$ cat config.mk
export PLATFORM = sky130hd
export DESIGN_NAME = elevator_scan_controller
export DESIGN_NICKNAME = d
export VERILOG_FILES = /design/src/rtl/elevator_pkg.sv /design/src/rtl/elevator_request_bank.sv /design/src/rtl/elevator_scan_controller.sv
export SDC_FILE = /design/constraint.sdc
export NUM_CORES = 1
export LEC_CHECK = 0
export CORE_ASPECT_RATIO = 1.1
export CORE_UTILIZATION = 55
export CTS_BUF_LIST = sky130_fd_sc_hd__clkbuf_8 sky130_fd_sc_hd__clkbuf_16
export CTS_CLUSTER_DIAMETER = 30
export DETAILED_ROUTE_END_ITERATION = 7
export GPL_TIMING_DRIVEN = 0
export PLACE_DENSITY = 0.81
export SLEW_MARGIN = 30
export SYNTH_ARGS = -nofsm -noshare
export SYNTH_HDL_FRONTEND = slang
export SYNTH_SLANG_ARGS = --single-unit
$ cat constraint.sdc
create_clock -name clk -period 4.48 [get_ports clk]
set_clock_uncertainty 0.2 [all_clocks]
set_input_delay 0.896 -clock clk [delete_from_list [all_inputs] [get_ports clk]]
set_output_delay 0.896 -clock clk [all_outputs]
set_load 0.02 [all_outputs]
$ cat src/rtl/elevator_pkg.sv
// Shared types and helpers for the SCAN elevator controller.
// Floor masks are carried at a fixed maximum width (MAX_FLOORS) so the
// helpers can live in a non-parameterised package; callers zero-extend.
package elevator_pkg;

    localparam int MAX_FLOORS = 64;

    typedef logic [MAX_FLOORS-1:0] floor_mask_t;

    typedef enum logic [1:0] {
        IDLE,
        MOVE_UP,
        MOVE_DOWN,
        DOOR
    } state_e;

    typedef enum logic {
        DIR_UP,
        DIR_DOWN
    } dir_e;

    // True when any mask bit strictly above at_floor is set.
    function automatic logic any_above(input floor_mask_t mask, input int at_floor);
        logic hit;
        hit = 1'b0;
        for (int i = 0; i < MAX_FLOORS; i++) begin
            if (i > at_floor && mask[i]) hit = 1'b1;
        end
        return hit;
    endfunction

    // True when any mask bit strictly below at_floor is set.
    function automatic logic any_below(input floor_mask_t mask, input int at_floor);
        logic hit;
        hit = 1'b0;
        for (int i = 0; i < MAX_FLOORS; i++) begin
            if (i < at_floor && mask[i]) hit = 1'b1;
        end
        return hit;
    endfunction

    function automatic dir_e flip_dir(input dir_e d);
        return (d == DIR_UP) ? DIR_DOWN : DIR_UP;
    endfunction

    // The bottom floor can only be left upwards, the top only downwards.
    function automatic dir_e bound_dir(input dir_e d, input int at_floor, input int top_floor);
        if (at_floor == 0) return DIR_UP;
        if (at_floor == top_floor) return DIR_DOWN;
        return d;
    endfunction

endpackage

$ cat src/rtl/elevator_request_bank.sv
// Latched request storage: car buttons plus hall UP/DOWN calls.
// A request stays set until the controller clears it; a clear wins over a
// button press in the same cycle, so a door standing open at a floor
// swallows new presses for that floor. Hall bits that have no meaning
// (UP at the top floor, DOWN at floor 0) are held at zero.
module elevator_request_bank #(
    parameter int NUM_FLOORS = 8
) (
    input  logic                  clk,
    input  logic                  rst,
    input  logic [NUM_FLOORS-1:0] call_up,
    input  logic [NUM_FLOORS-1:0] call_down,
    input  logic [NUM_FLOORS-1:0] car_select,
    input  logic [NUM_FLOORS-1:0] clr_car,
    input  logic [NUM_FLOORS-1:0] clr_up,
    input  logic [NUM_FLOORS-1:0] clr_down,
    output logic [NUM_FLOORS-1:0] car_req,
    output logic [NUM_FLOORS-1:0] up_req,
    output logic [NUM_FLOORS-1:0] down_req,
    output logic [NUM_FLOORS-1:0] req_pending
);

    localparam logic [NUM_FLOORS-1:0] UP_VALID   = {1'b0, {(NUM_FLOORS-1){1'b1}}};
    localparam logic [NUM_FLOORS-1:0] DOWN_VALID = {{(NUM_FLOORS-1){1'b1}}, 1'b0};

    logic [NUM_FLOORS-1:0] car_q,  car_d;
    logic [NUM_FLOORS-1:0] up_q,   up_d;
    logic [NUM_FLOORS-1:0] down_q, down_d;

    // Set on any press, clear on service, mask the meaningless hall bits.
    always_comb begin
        car_d  = (car_q  | car_select) & ~clr_car;
        up_d   = (up_q   | call_up)    & ~clr_up   & UP_VALID;
        down_d = (down_q | call_down)  & ~clr_down & DOWN_VALID;
    end

    // Request registers, emptied by reset.
    always_ff @(posedge clk or negedge rst) begin
        if (!rst) begin
            car_q  <= '0;
            up_q   <= '0;
            down_q <= '0;
        end else begin
            // NOTE: non-blocking assignments so every flop samples pre-edge values.
            car_q  <= car_d;
            up_q   <= up_d;
            down_q <= down_d;
        end
    end

    assign car_req     = car_q;
    assign up_req      = up_q;
    assign down_req    = down_q;
    assign req_pending = car_q | up_q | down_q;

endmodule

$ cat src/rtl/elevator_scan_controller.sv
// Parametrised N-floor elevator controller with a SCAN (collective) policy.
// The car keeps moving in its current direction while requests lie ahead,
// stops for car selections and hall calls that match its direction, and
// reverses only when nothing is left ahead. Travel and door dwell are timed
// by a shared down-counter.
// Optional feature macro: ELEV_DOOR_REOPEN_EN adds door_obstruct, which
// holds the door open (timer reloaded) while it is high.
module elevator_scan_controller
    import elevator_pkg::*;
#(
    parameter  int NUM_FLOORS    = 8,
    parameter  int TRAVEL_CYCLES = 16,
    parameter  int DOOR_CYCLES   = 32,
    localparam int FLOOR_W       = $clog2(NUM_FLOORS)
) (
    input  logic                  clk,
    input  logic                  rst,
    input  logic [NUM_FLOORS-1:0] call_up,
    input  logic [NUM_FLOORS-1:0] call_down,
    input  logic [NUM_FLOORS-1:0] car_select,
`ifdef ELEV_DOOR_REOPEN_EN
    input  logic                  door_obstruct,
`endif
    output logic [FLOOR_W-1:0]    current_floor,
    output logic                  door_open,
    output logic                  moving_up,
    output logic                  moving_down,
    output logic [NUM_FLOORS-1:0] req_pending
);

    localparam int CNT_MAX = (TRAVEL_CYCLES > DOOR_CYCLES) ? TRAVEL_CYCLES : DOOR_CYCLES;
    localparam int CNT_W   = $clog2(CNT_MAX + 1);
    localparam logic [CNT_W-1:0]   TRAVEL_LOAD = CNT_W'(TRAVEL_CYCLES - 1);
    localparam logic [CNT_W-1:0]   DOOR_LOAD   = CNT_W'(DOOR_CYCLES - 1);
    localparam int                 TOP_FLOOR   = NUM_FLOORS - 1;

    state_e               state_q, state_d;
    dir_e                 dir_q,   dir_d;
    logic [FLOOR_W-1:0]   floor_q, floor_d;
    logic [CNT_W-1:0]     cnt_q,   cnt_d;

    logic [NUM_FLOORS-1:0] car_req, up_req, down_req, pending;
    logic [NUM_FLOORS-1:0] clr_car, clr_up, clr_down;
    floor_mask_t           pend_ext;

    // Decision terms evaluated at the floor the car is at (IDLE) or is
    // about to reach (last travel cycle).
    logic [FLOOR_W-1:0] tgt_floor;
    dir_e               base_dir, fdir, door_dir;
    logic               above_tgt, below_tgt;
    logic               car_here, up_here, down_here;
    logic               ahead_f, behind_f, match_f, opp_f;
    logic               ahead_m, match_m;
    logic               serve_here, stop_here;
    logic               door_hold;

`ifdef ELEV_DOOR_REOPEN_EN
    assign door_hold = door_obstruct;
`else
    assign door_hold = 1'b0;
`endif

    elevator_request_bank #(
        .NUM_FLOORS (NUM_FLOORS)
    ) u_req_bank (
        .clk         (clk),
        .rst         (rst),
        .call_up     (call_up),
        .call_down   (call_down),
        .car_select  (car_select),
        .clr_car     (clr_car),
        .clr_up      (clr_up),
        .clr_down    (clr_down),
        .car_req     (car_req),
        .up_req      (up_req),
        .down_req    (down_req),
        .req_pending (pending)
    );

    // Widen the pending mask to the helper-function width.
    always_comb begin
        pend_ext                 = '0;
        pend_ext[NUM_FLOORS-1:0] = pending;
    end

    // Evaluate the request picture at the floor of interest.
    always_comb begin
        tgt_floor = floor_q;
        base_dir  = dir_q;
        if (state_q == MOVE_UP) begin
            tgt_floor = floor_q + FLOOR_W'(1);
            base_dir  = DIR_UP;
        end else if (state_q == MOVE_DOWN) begin
            tgt_floor = floor_q - FLOOR_W'(1);
            base_dir  = DIR_DOWN;
        end

        above_tgt = any_above(pend_ext, int'(tgt_floor));
        below_tgt = any_below(pend_ext, int'(tgt_floor));
        car_here  = car_req[tgt_floor];
        up_here   = up_req[tgt_floor];
        down_here = down_req[tgt_floor];

        // Stop test while travelling uses the motion direction itself.
        ahead_m   = (base_dir == DIR_UP) ? above_tgt : below_tgt;
        match_m   = (base_dir == DIR_UP) ? up_here   : down_here;
        stop_here = car_here | match_m | ~ahead_m;

        // Service decisions use the direction clamped at the end floors.
        fdir     = bound_dir(base_dir, int'(tgt_floor), TOP_FLOOR);
        ahead_f  = (fdir == DIR_UP) ? above_tgt : below_tgt;
        behind_f = (fdir == DIR_UP) ? below_tgt : above_tgt;
        match_f  = (fdir == DIR_UP) ? up_here   : down_here;
        opp_f    = (fdir == DIR_UP) ? down_here : up_here;

        // An opposite hall call is only worth a stop when nothing lies
        // ahead; otherwise IDLE would reopen the door for it forever.
        serve_here = car_here | match_f | (opp_f & ~ahead_f);
        door_dir   = (~ahead_f & ~car_here & ~match_f & opp_f) ? flip_dir(fdir) : fdir;
    end

    // Next-state, direction, floor and timer logic.
    always_comb begin
        // NOTE: every output of this block gets a default first so no path infers a latch.
        state_d = state_q;
        dir_d   = dir_q;
        floor_d = floor_q;
        cnt_d   = cnt_q;

        unique case (state_q)
            IDLE: begin
                if (serve_here) begin
                    state_d = DOOR;
                    dir_d   = door_dir;
                    cnt_d   = DOOR_LOAD;
                end else if (ahead_f) begin
                    dir_d   = fdir;
                    state_d = (fdir == DIR_UP) ? MOVE_UP : MOVE_DOWN;
                    cnt_d   = TRAVEL_LOAD;
                end else if (behind_f) begin
                    dir_d   = flip_dir(fdir);
                    state_d = (fdir == DIR_UP) ? MOVE_DOWN : MOVE_UP;
                    cnt_d   = TRAVEL_LOAD;
                end else begin
                    dir_d   = fdir;
                end
            end

            MOVE_UP, MOVE_DOWN: begin
                if (cnt_q == '0) begin
                    floor_d = tgt_floor;
                    if (stop_here) begin
                        state_d = DOOR;
                        dir_d   = door_dir;
                        cnt_d   = DOOR_LOAD;
                    end else begin
                        cnt_d   = TRAVEL_LOAD;
                    end
                end else begin
                    cnt_d = cnt_q - CNT_W'(1);
                end
            end

            DOOR: begin
                if (door_hold) begin
                    cnt_d = DOOR_LOAD;
                end else if (cnt_q == '0) begin
                    state_d = IDLE;
                end else begin
                    cnt_d = cnt_q - CNT_W'(1);
                end
            end

            default: state_d = IDLE;
        endcase
    end

    // While the door is (or is becoming) open, service this floor's
    // car request and the hall call matching the travel direction.
    always_comb begin
        clr_car  = '0;
        clr_up   = '0;
        clr_down = '0;
        if (state_d == DOOR) begin
            clr_car[floor_d] = 1'b1;
            if (dir_d == DIR_UP) clr_up[floor_d]   = 1'b1;
            else                 clr_down[floor_d] = 1'b1;
        end
    end

    // Controller state registers; reset parks the car at floor 0.
    always_ff @(posedge clk or negedge rst) begin
        if (!rst) begin
            state_q <= IDLE;
            dir_q   <= DIR_UP;
            floor_q <= '0;
            cnt_q   <= '0;
        end else begin
            state_q <= state_d;
            dir_q   <= dir_d;
            floor_q <= floor_d;
            cnt_q   <= cnt_d;
        end
    end

    assign current_floor = floor_q;
    assign door_open     = (state_q == DOOR);
    assign moving_up     = (state_q == MOVE_UP);
    assign moving_down   = (state_q == MOVE_DOWN);
    assign req_pending   = pending;

endmodule

==> reports/metrics.csv <==
metric;value;unit
grt.busiest_layer;met2;
initial_core_util;57.4;%
synth_edf_count;0;
synthCells;300;
async_flop_share;100;%
areaGrowthSynthToFinish;20.9;%
drive_gt1_share;15.9;%
fin_crit;4.27;ns
muxShareOfSynthArea;2.61;%
core;4680;sq um
critical_path.cell_chain;clkbuf_8, inv_1, ha_1, and2_1, buf_4, or3b_2, a21oi_1, o2bb2ai_1, or2_1, buf_2, o2111a_1, a311o_2, nor4_4, a31oi_1;
grt_pass1_wl;11900;um
clock-root-buffer;clkbuf_8;
grt_pass1_vias;2463;
critPathTopFamily;simple AND/OR/NAND/NOR gates;
worstPathArrival;4.21;ns
dp_slack;0.268;ns
r2r-start;current_floor[0];
rsz0062_at_grt;no;
die_h;75.3;um
dp_hpwl;5950;um
worst-slew-pin-transition;0.697;ns
grt_max_degree;29;
p_leak;1.23;nW
die_w;68.7;um
cts.sinks;34;
gp_congestion;0.884;
hold_viol_final;0;
track_usage;31.6;%
start_kind;flip-flop;
hp-class;in2async;
max_stage_delay;0.49;ns
setup-tns-final;0;ns
grt_util_met1;42.5;%
path_max_fanout;10;
synth_area_per_cell;8.96;sq um
ctsHoldBuffers;0;
vias;2665;
fmax;234;MHz
yosysUniqueCellTypes;75;
clk_pin_slew_worst_paths;0.07;ns
synth_common_cells;37 x nor2_1, 34 x dfrtp_1, 22 x a21oi_1;
ys_top_cells_by_area;dfrtp_1 32%, nor2_1 5.2%, a21oi_1 4.1%;
critPathSlowestCell;nor4_4;
synth_nets;333;
cp-end-kind;flip-flop;
synth_compound_area_share;31.3;%
irDropWorstVdd;0.480;mV
numCtsBuffers;5;
final.period_utilization;95.3;%
post_cts_buffers;0;
grt_overflow;0;
ys_ff_latch;34;
clock_path_buffers;2;
required;4.42;ns
numPortBuffers;37;
path_class;reg2reg;
synth_area_leader_cell;dfrtp_1;
clk_latency;0.28;ns
cts_tree;done;
firstDrtPassIters;5;
grtUsageMet3;6.14;%
antenna_found_initial;0;
setup_slack;0.211;ns
num_io_pins;40;
ant_nets;0;
drv_cap;0;
synth_fa_ha_area_share;3.26;%
synth_top_family_by_area;compound AO/OA/AOI/OAI gates;
wl_per_cell;19.1;um
reg2reg_to;u_req_bank.down_req[6];
drtIter0Drc;219;
rrSetupSlack;0.21;ns
synth-main-ff-cell;dfrtp_1;
relSlewSlack;53.1;%
slew_violations;0;
ys_seq_area_share;31.6;%
grtUsageMet2;51.4;%
drc_errors;0;
cts-resized-gates;0;
yosysTopAreaCellShare;31.6;%
antenna_cells;0;
vias_per_cell;6.63;
synth.most_common_cell;nor2_1;
num_rows;26;
die_area;5170;sq um
wl;7680;um
nets;378;
powerDensity;812;nW/um^2
cp.buffers_inverters;4;
synth-warning-count;0;
status;completed;
setup_viol;0;
synth_area;2690;sq um
synth-simple-area-share;22.1;%
htreeDepth;2;
synth_xor_area_share;0.977;%
r2r_cells;14;
-- stage by stage --
stage                     cell area (sq um)  utilization [%]  hold WS, ns  total power [mW]  std cells
final                                  3250             69.4        0.253              2.64        402
after global routing                   3250             69.4        0.257              2.81        402
after CTS                              3250             69.4        0.255              2.60        402
after detailed placement               3140             67.1        0.333              2.33        394
after global placement                 3130             66.8        0.324              2.26        393
after floorplan                        2690                -        0.278              1.89        300
-- worst max path at each step --
stage / startpoint / end / slack [ns] / cells after the start
2_1_floorplan: current_floor[0] / u_req_bank.down_req[4] / 0.63 / 14
3_3_place_gp: current_floor[0] / u_req_bank.down_req[7] / 0.36 / 14
3_5_place_dp: current_floor[0] / u_req_bank.car_req[6] / 0.27 / 14
4_1_cts: current_floor[0] / u_req_bank.car_req[6] / 0.23 / 14
5_1_grt: current_floor[0] / u_req_bank.up_req[2] / 0.05 / 14
6_report: current_floor[0] / u_req_bank.down_req[6] / 0.21 / 14
-- logic make-up after synthesis --
| group | Yosys count |
|---|---|
| AO/OA/AOI/OAI | 112 |
| XOR/XNOR | 3 |
| adder cells (fa/ha/maj) | 7 |
| buffers and inverters | 32 |
| flip-flops | 34 |
| multiplexers | 7 |
| AND/OR/NAND/NOR | 105 |
-- state kept, by name (all words and copies together) (netlist names) --
| register | flops |
|---|---|
| dir_q | 1 |
| cnt_q | 6 |
| state_q | 2 |
| u_req_bank.down_req | 7 |
| current_floor | 3 |
| u_req_bank.up_req | 7 |
| u_req_bank.car_req | 8 |
-- layer usage --
layer  routed length [um]  vias up
li1                     -     1231
met1                 3370     1275
met2                 3590      135
met3                  543       24
met4                  172        0
met5                    0        -
-- report_power, final --
part	total (mW)	internal (mW)	switching [mW]	leakage [nW]
logic	1.88	0.766	1.12	0.822
clock network	0.270	0.162	0.108	0.0607
registers	0.484	0.391	0.0934	0.348
-- cells in the final DEF, fill, tap and decap left out, drive strengths merged, types with 4 or more instances in the layout --
master,instances
nor2,39
clkdlybuf4s50,36
dfrtp,34
a21oi,22
o21ai,22
inv,19
nand2,16
buf,16
a31oi,14
o21a,8
o32a,8
mux2i,7
ha,7
and3,7
clkbuf,6
nor3,6
a211oi,6
nand3,6
or3,6
and2,4
-- cell type report --
class                           instances  area [sq um]
Clock buffer                            5          68.8
Inverter                               17          63.8
Multi-Input combinational cell        234          1620
Sequential cell                        34           851
Fill cell                             397          1430
Buffer                                 15           154
Timing Repair Buffer                   38           385
Tap cell                               56          70.1
Clock inverter                          3          37.5
-- worst register-to-register path, stage by stage, from the launching register on --
cell       delay [ns]
dfrtp_1          0.47
clkbuf_8         0.22
inv_1            0.07
ha_1             0.33
and2_1           0.17
buf_4            0.16
or3b_2           0.44
a21oi_1          0.16
o2bb2ai_1        0.16
or2_1            0.23
buf_2            0.15
o2111a_1         0.28
a311o_2          0.43
nor4_4           0.49
a31oi_1          0.17
(Power assumes the default switching activity.)
